===== config.mk =====
export PLATFORM = sky130hd
export DESIGN_NAME = l2_trace_cmd_dispatcher
export DESIGN_NICKNAME = d
export VERILOG_FILES = /design/src/rtl/l2_trace_cmd_dispatcher.sv
export SDC_FILE = /design/constraint.sdc
export NUM_CORES = 1
export LEC_CHECK = 0
export ABC_CLOCK_PERIOD_IN_PS = 4300
export CAP_MARGIN = 15
export CORE_UTILIZATION = 35
export DETAILED_ROUTE_END_ITERATION = 10
export GPL_ROUTABILITY_DRIVEN = 0
export PLACE_DENSITY_LB_ADDON = 0.05
export SLEW_MARGIN = 25
export SYNTH_ARGS = -nofsm -noshare
export SYNTH_HDL_FRONTEND = slang
export SYNTH_SLANG_ARGS = --single-unit

===== constraint.sdc =====
create_clock -name clk -period 4.3 [get_ports clk]
set_input_delay 0.645 -clock clk [delete_from_list [all_inputs] [get_ports clk]]
set_output_delay 0.645 -clock clk [all_outputs]
set_load 0.02 [all_outputs]

===== src/rtl/l2_trace_cmd_dispatcher.sv =====
// ---------------------------------------------------------------------------
// l2_trace_cmd_dispatcher
//
// Upstream feeder for the L2 cache simulator. Trace commands (opcode, address)
// are buffered in a first-word-fall-through FIFO. They are dispatched one at a
// time: opcodes 0..6 go to the cache over a req/ack handshake, 8 (clear) and
// 9 (print) are executed locally as one-cycle pulses, and all other opcodes
// are dropped and counted. The block also keeps L1-side read/write/hit/miss
// statistics, taken from the cache's hit response.
//
// Ports
//   clk, rst_n              clock, asynchronous active-low reset
//   in_valid/in_ready       trace command handshake (in_ready = FIFO not full)
//   in_op, in_addr          trace opcode (0..15) and address
//   cache_req               command presented to the cache (held until ack)
//   cache_op, cache_addr    command to the cache, stable while cache_req=1
//   cache_ack, cache_hit    cache completion and hit(1)/miss(0)
//   clear_o, print_o        one-cycle clear / print pulses to the cache
//   rd_cnt, wr_cnt          L1 reads (ops 0, 2) and writes (op 1)
//   hit_cnt, miss_cnt       hit / miss outcome of ops 0..2
//   err_cnt                 dropped illegal opcodes (7, 10..15)
//   busy                    FSM not idle or FIFO non-empty
// ---------------------------------------------------------------------------
module l2_trace_cmd_dispatcher #(
  parameter int DEPTH  = 8,
  parameter int ADDR_W = 32,
  parameter int CNT_W  = 32
) (
  input  logic              clk,
  input  logic              rst_n,
  input  logic              in_valid,
  output logic              in_ready,
  input  logic [3:0]        in_op,
  input  logic [ADDR_W-1:0] in_addr,
  output logic              cache_req,
  output logic [2:0]        cache_op,
  output logic [ADDR_W-1:0] cache_addr,
  input  logic              cache_ack,
  input  logic              cache_hit,
  output logic              clear_o,
  output logic              print_o,
  output logic [CNT_W-1:0]  rd_cnt,
  output logic [CNT_W-1:0]  wr_cnt,
  output logic [CNT_W-1:0]  hit_cnt,
  output logic [CNT_W-1:0]  miss_cnt,
  output logic [CNT_W-1:0]  err_cnt,
  output logic              busy
);

  localparam int PTR_W = $clog2(DEPTH);

  localparam logic [1:0] S_IDLE = 2'd0;
  localparam logic [1:0] S_REQ  = 2'd1;
  localparam logic [1:0] S_CLR  = 2'd2;
  localparam logic [1:0] S_PRT  = 2'd3;

  typedef struct packed {
    logic [3:0]        op;
    logic [ADDR_W-1:0] addr;
  } cmd_t;

  cmd_t             mem [DEPTH];
  logic [PTR_W-1:0] wr_ptr;
  logic [PTR_W-1:0] rd_ptr;
  logic [PTR_W:0]   count;
  logic [1:0]       state;
  cmd_t             head;
  logic             push;
  logic             pop;
  logic             fifo_empty;

  // Saturating increment: counters stick at all-ones instead of wrapping.
  function automatic logic [CNT_W-1:0] sat_inc(input logic [CNT_W-1:0] v);
    return (&v) ? v : v + CNT_W'(1);
  endfunction

  // -------------------------------------------------------------------------
  // Command FIFO (first-word-fall-through)
  // -------------------------------------------------------------------------
  assign fifo_empty = (count == '0);
  assign in_ready   = (count != (PTR_W+1)'(DEPTH));
  assign push       = in_valid && in_ready;
  assign pop        = (state == S_IDLE) && !fifo_empty;
  assign head       = mem[rd_ptr];

  // NOTE: the storage array has no reset; count alone says which entries are
  // valid, so clearing it would only cost flops and reset fan-out.
  always_ff @(posedge clk) begin
    if (push) begin
      mem[wr_ptr] <= cmd_t'{op: in_op, addr: in_addr};
    end
  end

  // NOTE: all sequential state uses non-blocking assignments so every flop
  // samples pre-edge values regardless of statement order.
  always_ff @(posedge clk or negedge rst_n) begin
    if (!rst_n) begin
      wr_ptr <= '0;
      rd_ptr <= '0;
      count  <= '0;
    end else begin
      // DEPTH is a power of two, so natural pointer overflow wraps modulo DEPTH.
      if (push) wr_ptr <= wr_ptr + PTR_W'(1);
      if (pop)  rd_ptr <= rd_ptr + PTR_W'(1);
      case ({push, pop})
        2'b10:   count <= count + (PTR_W+1)'(1);
        2'b01:   count <= count - (PTR_W+1)'(1);
        default: count <= count;
      endcase
    end
  end

  // -------------------------------------------------------------------------
  // Dispatch FSM and statistics
  // -------------------------------------------------------------------------
  always_ff @(posedge clk or negedge rst_n) begin
    if (!rst_n) begin
      state      <= S_IDLE;
      cache_op   <= '0;
      cache_addr <= '0;
      rd_cnt     <= '0;
      wr_cnt     <= '0;
      hit_cnt    <= '0;
      miss_cnt   <= '0;
      err_cnt    <= '0;
    end else begin
      case (state)
        S_IDLE: begin
          if (pop) begin
            if (head.op <= 4'd6) begin
              cache_op   <= head.op[2:0];
              cache_addr <= head.addr;
              state      <= S_REQ;
            end else if (head.op == 4'd8) begin
              state <= S_CLR;
            end else if (head.op == 4'd9) begin
              state <= S_PRT;
            end else begin
              err_cnt <= sat_inc(err_cnt);
            end
          end
        end
        S_REQ: begin
          if (cache_ack) begin
            if (cache_op == 3'd0 || cache_op == 3'd2) rd_cnt <= sat_inc(rd_cnt);
            if (cache_op == 3'd1)                     wr_cnt <= sat_inc(wr_cnt);
            // Snoops (3..6) complete without touching the statistics.
            if (cache_op <= 3'd2) begin
              if (cache_hit) hit_cnt  <= sat_inc(hit_cnt);
              else           miss_cnt <= sat_inc(miss_cnt);
            end
            state <= S_IDLE;
          end
        end
        S_CLR: begin
          // The cache is being wiped, so L1-side stats restart; err_cnt is
          // about the trace itself and survives.
          rd_cnt   <= '0;
          wr_cnt   <= '0;
          hit_cnt  <= '0;
          miss_cnt <= '0;
          state    <= S_IDLE;
        end
        default: begin // S_PRT
          state <= S_IDLE;
        end
      endcase
    end
  end

  // Decoded from state so an async reset drops them immediately.
  assign cache_req = (state == S_REQ);
  assign clear_o   = (state == S_CLR);
  assign print_o   = (state == S_PRT);
  assign busy      = (state != S_IDLE) || !fifo_empty;

endmodule


==> results of run 1 <==
-- registers in the layout, indices dropped and copies added (netlist names) --
signal      cells
wr_cnt         32
rd_ptr          3
miss_cnt       32
hit_cnt        32
cache_op        3
err_cnt        32
rd_cnt         32
wr_ptr          3
count           4
state           2
cache_addr     32
mem           288
-- power by group --
group	internal, mW	switching (mW)	total, mW
Clock	2.66	1.91	4.57
Combinational	2.09	2.82	4.90
Sequential	5.84	0.642	6.48
Total	10.6	5.37	16.0
-- cells by family (layout without fill, tap and decap cells) --
logic type / Yosys count / in the layout / synth area share [%]
simple gates: 546 / 546 / 13.3
flops: 495 / 495 / 64.2
compound gates: 243 / 243 / 6.62
mux: 120 / 120 / 9.82
buf+inv: 98 / 389 / 2.04
xor+xnor: 77 / 77 / 3.13
fa+ha+maj: 15 / 15 / 0.906
other cells: 0 / 1 / 0
-- placed cells by master, fill, tap and decap left out, drive strengths merged, types with 4 or more instances in the layout --
cell type and n:
or2 7, mux2i 43, mux2 5, a41oi 6, nand2b 11, clkbuf 95, o41ai 4, and3 38
nand2 141, dfrtp 207, nand3b 5, and4 18, clkinv 4, buf 32, edfxtp 288, nor3 43
xor2 39, nor4 20, mux4 72, nor2 86, and2 10, a31oi 17, nand3 70, o21ai 126
or3 8, ha 14, o31ai 15, or4 16, a211oi 8, inv 18, nor2b 11, nand4 49
nor3b 4, a21o 8, xnor2 38, clkdlybuf4s50 239, a21oi 38
-- layout make-up --
class / count / share of cell area (%)
Multi-Input combinational cell: 1001 / 27.5
Clock inverter: 5 / 0.375
Inverter: 18 / 0.253
Tap cell: 782 / 3.67
Timing Repair Buffer: 271 / 10.1
Clock buffer: 95 / 6.21
Sequential cell: 495 / 51.8
Antenna cell: 1 / 0.00938
-- per-layer routing --
layer	global-route usage [%]	part of all wire, %
met4	5.14	2.3
met5	0	0.061
met2	29.4	48
met3	2.90	4.0
met1	24.4	46
-- critical path, delay by kind of cell, from the launching register on --
| family | cells | cell delay, ns |
|---|---|---|
| AOI/OAI and AO/OA | 2 | 0.86 |
| and+or+nand+nor | 3 | 0.77 |
| buffers and inverters | 3 | 0.65 |
| DFF | 1 | 0.44 |
| adders and majority gates | 1 | 0.43 |
-- metrics by stage --
stage / area [um^2] / setup WS [ns] / power [mW] / util, %
final: 26700 / 1.05 / 16.0 / 44.0
after CTS: 26700 / 1.06 / 16.3 / 44.0
after floorplan: 21500 / 0.202 / 9.69 / -
after global placement: 24900 / 1.06 / 11.6 / 41.1
after global routing: 26700 / 0.774 / 16.8 / 44.0
after detailed placement: 24900 / 0.958 / 11.6 / 41.1
-- final timing paths --
kind	depth (start not counted)	startpoint	slack, ns	end
setup / recovery	9	state[1]$_DFFE_PN0P_	1.05	miss_cnt[31]$_DFFE_PN0P_
hold / removal	1	rst_n	0.05	rd_cnt[25]$_DFFE_PN0P_
setup reg to reg	9	state[1]$_DFFE_PN0P_	1.05	miss_cnt[31]$_DFFE_PN0P_
hold reg to reg	2	cache_addr[17]$_DFFE_PN0P_	0.49	cache_addr[17]$_DFFE_PN0P_
max in group asynchronous	2	rst_n	3.32	rd_cnt[7]$_DFFE_PN0P_
min in group clk	2	cache_addr[17]$_DFFE_PN0P_	0.49	cache_addr[17]$_DFFE_PN0P_
==> impl_results.md, run 1 <==
* Non-filler cells, final at 2668
* Pleak at 9.76 nW
* Arrival time at the worst endpoint at 3.75 ns
* Post-CTS sizing at 0
* Slowest stage delay, CP at 0.69 ns
* Dpl hpwl at 35300 um
* Max Clock Freq at 308 MHz
* Synth top area share at 40.1%
* Worst Setup End Kind: flip-flop
* Dpl cells at 2567
* Crit path time final at 3.25 ns
* Final Cycle Share at 75.5%
* Run status: finished, final reports clean
* Multi-input gate area at 7340 um^2
* Worst-Skew Late Latency at 0.63 ns
* Power per cell area at 598 nW/um^2
* Unrepaired setup endpoints after global routing: false
* Clk_skew at 0.0367 ns
* Count of different cell masters after synthesis at 70
* CP Class: flip-flop to flip-flop
* Die area at 62500 um^2
* Drt pass-1 iters at 5
* Max clock buf depth at 3
* Data required, critical path at 4.80 ns
* Synth area leaders: edfxtp_1 40%, dfrtp_1 24%, mux4_2 7.5%
* Synth Flop Type: edfxtp_1
* Width of the die at 250 um
* Post-synth ARST share at 41.8%
* CP Launch Type: flip-flop
* Ys Warns at 0
* Crit Path Max Fanout at 20
* Hold Violations, Final at 0
* Post-CTS Setup Bufs at 0
* Ratio of cells with drive above 1 in the final layout at 11.5%
* Vias in the first global route at 14200
* Count leader, synth: edfxtp_1
* Post-synth EDFFs at 288
* Peak supply drop at 0.000336 V
* Fill count at 5516
* # rows at 90
* Rel. slew slack at 35.4%
* Layout Nets at 1898
* CTS root buf: clkbuf_16
* Crit-path slowest cell: a21o_1
* Core area at 60600 um^2
* Synth Area per Inst at 13.5 um^2
* Slew Limit Fails at 0
* Largest net degree at the start of global routing at 100
* Sequential fraction of the synthesis area at 64.2%
* Die span in y at 250 um
* Worst hold path class: input port to async pin
* All-Layer GR Usage at 17.9%
* Initial core utilization at 35.6%
* Post-route setup TNS at 0 ns
* Total CTS buffers at 55
* Global-route wire length before repair at 86800 um
* H-tree depth at 2
* I/O Pins at 241
* WL/cell at 20.8 um
* Clock transition at path regs at 0.06 ns
* Slew @ Worst Pin at 0.962 ns
* Initial antenna violation count at 4
* Final setup violation count at 0
* WL final at 55400 um
* Max Cap Viol at 0
* Sequential Area at 13800 um^2
* Top cells by count, synth: 288 x edfxtp_1, 207 x dfrtp_1, 141 x nand2_1
* Via count at 14100
* Synthesized area at 21500 um^2
* CP most frequent cell: buf_4
* DRC viols at 0
* Port Buf Inserts at 240
* Hold WS at 0.0487 ns
* Initial DRC count at 864
* Synthesized flop and latch total at 495
* CTS tree: built
* Area growth syn-to-layout at 23.9%
* Synth Net Count at 1650
* Clk sink count at 495
* Syn Inst Count at 1594
* GRT overflow at 0
* Routed Antenna Nets at 0
* Dominant cell type by area after synthesis: edfxtp_1
* Cts hold-fix bufs at 0
* Drt via density at 5.27
* CP cell instances: inv_1 -> ha_1 -> buf_4 -> nand2_1 -> nor3_1 -> a21o_1 -> nor2b_1 -> buf_4 -> a211oi_1
Note: power is estimated with default switching activity, not from simulation.
==> inputs of run 2 (changes only) <==
--- a/config.mk
+++ b/config.mk
@@ -5,7 +5,7 @@
 export SDC_FILE = /design/constraint.sdc
 export NUM_CORES = 1
 export LEC_CHECK = 0
-export ABC_CLOCK_PERIOD_IN_PS = 4300
+export ABC_CLOCK_PERIOD_IN_PS = 2800
 export CAP_MARGIN = 15
 export CORE_UTILIZATION = 35
 export DETAILED_ROUTE_END_ITERATION = 10
==> constraint.sdc (replaced) <==
create_clock -name clk -period 2.8 [get_ports clk]
set_input_delay 0.42 -clock clk [delete_from_list [all_inputs] [get_ports clk]]
set_output_delay 0.42 -clock clk [all_outputs]
set_load 0.02 [all_outputs]
==> impl_results.md, run 2 (synthesis gave the netlist of run 1 again) <==
* Rel. slew slack at 47.5% (+12 points)
* H-tree depth at 2 (unchanged)
* CP cell instances: inv_1 -> ha_2 -> buf_4 -> clkdlybuf4s50_1
* Crit Path Max Fanout at 11 (-45%)
* CP Class: flip-flop to output pin
* DRC viols at 0 (unchanged)
* Final setup violation count at 0 (unchanged)
* Run status: finished, final reports clean
* Initial core utilization at 35.6% (unchanged)
* Die span in y at 250 um (unchanged)
* Worst hold path class: input port to async pin
* Core area at 60600 um^2 (unchanged)
* Clock transition at path regs at 0.06 ns (about the same)
* Max Cap Viol at 0 (unchanged)
* Peak supply drop at 0.000669 V (+99%)
* Power per cell area at 921 nW/um^2 (+54%)
* Final Cycle Share at 96.9%
* Data required, critical path at 2.38 ns (-2.42 ns)
* CP top delay family: buffers and inverters
* Dpl hpwl at 35500 um (+0.71%)
* CTS tree: built
* Die area at 62500 um^2 (unchanged)
* Fill count at 5523 (+0.13%)
* Initial antenna violation count at 3 (-1)
* GRT overflow at 0 (unchanged)
* Routed Antenna Nets at 0 (unchanged)
* Ratio of cells with drive above 1 in the final layout at 14.6% (+3.1 points)
* Top reg by flops: mem
* WL/cell at 20.6 um (-0.67%)
* Initial DRC count at 898 (+3.9%)
* Layout Nets at 1955 (+3.0%)
* Drt via density at 5.24 (-0.54%)
* Number of buffers and inverters on the critical path at 3 (unchanged)
* Max reg flops at 288 (unchanged)
* Commonest non-fill, non-tap cell in the layout: edfxtp_1
* Total CTS buffers at 56 (+1.8%)
* Area growth syn-to-layout at 26.9%
* Worst-Skew Late Latency at 0.64 ns (about the same)
* Largest net degree at the start of global routing at 65 (-35%)
* Slew Limit Fails at 0 (unchanged)
* Hold Violations, Final at 0 (unchanged)
* WL final at 56300 um (+1.6%)
* # rows at 90 (unchanged)
* Crit-path slowest cell: clkdlybuf4s50_1
* Global-route wire length before repair at 86600 um (-0.30%)
* Crit path time final at 2.71 ns
* Worst Setup End Kind: output pin
* Slew @ Worst Pin at 0.787 ns (-0.175 ns)
* Hold WS at 0.353 ns (+0.304 ns)
* Max clock buf depth at 3 (unchanged)
* Vias in the first global route at 14300 (+0.24%)
* I/O Pins at 241 (unchanged)
* Unrepaired setup endpoints after global routing: false
* Port Buf Inserts at 240 (unchanged)
* Arrival time at the worst endpoint at 2.29 ns (-1.46 ns)
* Overall power at 25.2 mW (+58%)
* Most frequent cells in the layout: 288 x edfxtp_1, 238 x clkdlybuf4s50_1, 204 x dfrtp_1
* Via count at 14300 (+1.8%)
* Clk sink count at 495 (unchanged)
* Pleak at 10.2 nW (+4.1%)
* Drt pass-1 iters at 5 (unchanged)
* Clk_skew at 0.0578 ns (+0.0210 ns)
* Max Clock Freq at 369 MHz
* Width of the die at 250 um (unchanged)
* Post-route setup TNS at 0 ns (unchanged)
* CP Launch Type: flip-flop
* Slowest stage delay, CP at 0.61 ns (-0.08 ns)
* CTS root buf: clkbuf_16
* All-Layer GR Usage at 17.9% (about the same)
run 2: cell types whose count changed in the layout (fill, tap and decap cells not counted), sizes merged, moves of 2 or more:
| cell | before | now |
|---|---|---|
| buf | 32 | 86 |
| clkinvlp | 0 | 2 |
| clkbuf | 95 | 72 |
| bufinv | 1 | 3 |
| clkinv | 4 | 28 |
run 2: what timing repair did:
action / CTS / global route
pin swaps: 0 / 1
buffers inserted: 0 / 7
hold buffers: 1 / 0
hold endpoints to repair: 57 / 0
resized for setup: 2 / 2
cloned: 1 / 0
setup endpoints to repair: 2 / 16
run 2: per-layer routing:
layer  GRT usage, %  up-vias  part of all wire, %
li1               -     6701                    -
met1           23.8     7233                   44
met2           30.0      293                   49
met3           3.09       85                  4.8
met4           5.15        4                  2.2
met5              0        -                0.046
run 2: path summary, 6_finish.rpt:
check                                        startpoint                        to  slack (ns)  cells after the start
worst min-delay path                              rst_n    rd_cnt[13]$_DFFE_PN0P_        0.35                      2
worst max register to register     count[0]$_DFFE_PN0P_      count[3]$_DFFE_PN0P_        0.15                     10
worst max-delay path               state[1]$_DFFE_PN0P_                 cache_req        0.09                      4
max in group asynchronous                         rst_n  miss_cnt[20]$_DFFE_PN0P_        1.66                      3
min in group clk                               in_valid     wr_ptr[2]$_DFFE_PN0P_        0.43                      3
worst min register to register  err_cnt[28]$_DFFE_PN0P_   err_cnt[28]$_DFFE_PN0P_        0.49                      1
run 2: layout make-up:
cell class              count  area [um^2]  share of cell area, %
repair buffers            327         3290                   12.0
inverters                  18         67.6                  0.247
flip-flops and latches    495        13800                   50.6
multi-input cells        1001         7350                   26.9
diodes                      1         2.50                0.00915
well taps                 782          978                   3.58
clock inverters            34          305                   1.12
clock buffers              72         1510                   5.53
run 2: stage by stage:
stage                     worst slack, ns  cells  cell area [um^2]  util (%)
final                              0.0867   2730             27300      45.1
after global routing              0.00670   2730             27300      45.1
after CTS                          0.0294   2722             27300      45.0
after detailed placement           0.0395   2614             25400      41.9
after global placement              0.144   2614             25400      41.9
after floorplan                    -0.320   1594             21600         -
run 2: power breakdown:
part,switching [mW],total (mW),internal [mW]
registers,0.818,9.79,8.97
clock network,3.06,7.17,4.11
logic,4.59,8.24,3.64
==> inputs of run 3 (changes only) <==
==> constraint.sdc (replaced) <==
create_clock -name clk -period 2.8 [get_ports clk]
set_input_delay 0.42 -clock clk [delete_from_list [all_inputs] [get_ports clk]]
set_output_delay 0.42 -clock clk [all_outputs]
set_load 0.1 [all_outputs]
==> impl_results.md, run 3 (synthesis gave the netlist of run 1 again) <==
* Slew @ Worst Pin at 0.689 ns (-0.0976 ns)
* Data required, critical path at 3.26 ns (+0.88 ns)
* Largest net degree at the start of global routing at 91 (+40%)
* ANT cells at 0 (-1)
* Rel. slew slack at 54.0% (+6.5 points)
* Slew Limit Fails at 0 (unchanged)
* # rows at 90 (unchanged)
* Cts hold-fix bufs at 1 (unchanged)
* CP Launch Type: flip-flop
* Drt pass-1 iters at 5 (unchanged)
* Routed Antenna Nets at 0 (unchanged)
* Dpl hpwl at 35500 um (about the same)
* Initial DRC count at 967 (+7.7%)
* R2r startpoint: rd_ptr[0]$_DFFE_PN0P_
* Die area at 62500 um^2 (unchanged)
* CP Class: flip-flop to flip-flop
* Unrepaired setup endpoints after global routing: false
* FF-to-FF End: err_cnt[28]$_DFFE_PN0P_
* Most frequent cells in the layout: 288 x edfxtp_1, 266 x buf_4, 200 x dfrtp_1
* Clock transition at path regs at 0.06 ns (about the same)
* Max Cap Viol at 0 (unchanged)
* CP top delay family: multiplexers
* CP cell instances: mux4_2 -> mux2i_2 -> a21boi_0 -> nor2_2 -> buf_4 -> nor4_1 -> xor2_1
* Die span in y at 250 um (unchanged)
* Worst hold path class: input port to async pin
* Max clock buf depth at 3 (unchanged)
* Peak supply drop at 0.000624 V (-6.6%)
* Total CTS buffers at 56 (unchanged)
* Initial core utilization at 35.6% (unchanged)
* R2r setup slk at 0.21 ns (+0.06 ns)
* Worst-Skew Late Latency at 0.63 ns (about the same)
* Crit-path slowest cell: dfrtp_4
* Crit path time final at 2.59 ns (-0.120 ns)
* Slowest stage delay, CP at 0.55 ns (-0.06 ns)
* Power per cell area at 1030 nW/um^2 (+12%)
* H-tree depth at 2 (unchanged)
* Final setup violation count at 0 (unchanged)
* Crit Path Max Fanout at 12 (+1)
* Port Buf Inserts at 240 (unchanged)
* Worst Setup End Kind: flip-flop
* Width of the die at 250 um (unchanged)
* Commonest non-fill, non-tap cell in the layout: edfxtp_1
* Number of buffers and inverters on the critical path at 1 (-2)
* Vias in the first global route at 14400 (+0.64%)
* Via count at 14200 (-0.80%)
* Max Clock Freq at 386 MHz (+4.6%)
* Final Cycle Share at 92.6% (-4.3 points)
* Clk_skew at 0.0335 ns (-0.0243 ns)
* All-Layer GR Usage at 17.9% (+0.040 points)
* Worst-case reg-to-reg path depth at 7 (-3)
* Post-CTS sizing at 0 (-2)
* Ratio of cells with drive above 1 in the final layout at 24.7% (+10 points)
* Max reg flops at 288 (unchanged)
* Area growth syn-to-layout at 24.0%
* Hold Violations, Final at 0 (unchanged)
* Global-route wire length before repair at 87200 um (+0.76%)
* GRT overflow at 0 (unchanged)
* DRC viols at 0 (unchanged)
* Hold WS at 0.379 ns (+0.0259 ns)
* Post-route setup slack at 0.206 ns (+0.120 ns)
* WL final at 56100 um (-0.44%)
* Drt via density at 5.22 (-0.48%)
* Run status: finished, final reports clean
* Core area at 60600 um^2 (unchanged)
* Pleak at 10.4 nW (+2.3%)
* Arrival time at the worst endpoint at 3.06 ns (+0.77 ns)
* Post-CTS Setup Bufs at 0 (unchanged)
* Post-route setup TNS at 0 ns (unchanged)
* Layout Nets at 1950 (-0.26%)
* Top reg by flops: mem
* Initial antenna violation count at 4 (+1)
* CTS tree: built
* WL/cell at 20.6 um (-0.11%)
* CTS root buf: clkbuf_16
* Place WS at 0.0839 ns (+0.0444 ns)
* Clk sink count at 495 (unchanged)
* I/O Pins at 241 (unchanged)
-- run 3: cell count changes in the layout (fill, tap and decap cells not counted), moves of 3 or more --
cell | before | now
buf_4 | 69 | 266
dfrtp_2 | 2 | 6
bufinv_16 | 3 | 0
clkdlybuf4s50_1 | 238 | 39
clkbuf_8 | 5 | 8
dfrtp_1 | 204 | 200
clkinv_2 | 15 | 12
clkbuf_1 | 11 | 18
clkinv_1 | 10 | 5
-- run 3: cell type report --
cell class	count	area, um^2
timing repair buffer	322	2710
tap	782	978
clock inverter	20	146
fill	5589	33900
clock buffer	83	1600
multi-input combinational	1001	7360
sequential	495	13800
inverter	18	67.6
-- run 3: worst max path at each step --
stage                                    endpoint  slack [ns]  depth (start not counted)             startpoint
after CTS                 err_cnt[28]$_DFFE_PN0P_        0.18                          7  rd_ptr[0]$_DFFE_PN0P_
after detailed placement   wr_cnt[27]$_DFFE_PN0P_        0.08                          8              cache_ack
after global placement     wr_cnt[12]$_DFFE_PN0P_        0.08                          9              cache_ack
after global routing      err_cnt[18]$_DFFE_PN0P_       0.003                          7  rd_ptr[0]$_DFFE_PN0P_
after floorplan             wr_cnt[5]$_DFFE_PN0P_       -0.02                         11   state[1]$_DFFE_PN0P_
final                     err_cnt[28]$_DFFE_PN0P_        0.21                          7  rd_ptr[0]$_DFFE_PN0P_
-- run 3: power breakdown --
| group | switching (mW) | internal [mW] |
|---|---|---|
| logic | 7.44 | 3.29 |
| clock network | 2.98 | 3.96 |
| registers | 0.811 | 8.97 |
-- run 3: per-layer routing --
metal	routed length, um	part of all wire [%]	vias to the layer above	track usage, %
met2	26900	48	270	29.2
met5	47	0.084	-	0
met3	2430	4.3	84	3.19
met4	1300	2.3	8	5.42
li1	-	-	6685	-
met1	25400	45	7154	24.4
-- run 3: metrics by stage --
step	instance area [um^2]	util [%]	power, mW	cells
after floorplan	21600	-	17.7	1594
after global placement	24900	41.2	20.8	2617
after detailed placement	24900	41.2	20.9	2617
after CTS	26700	44.1	28.0	2721
after global routing	26700	44.1	28.9	2721
final	26700	44.1	27.5	2721
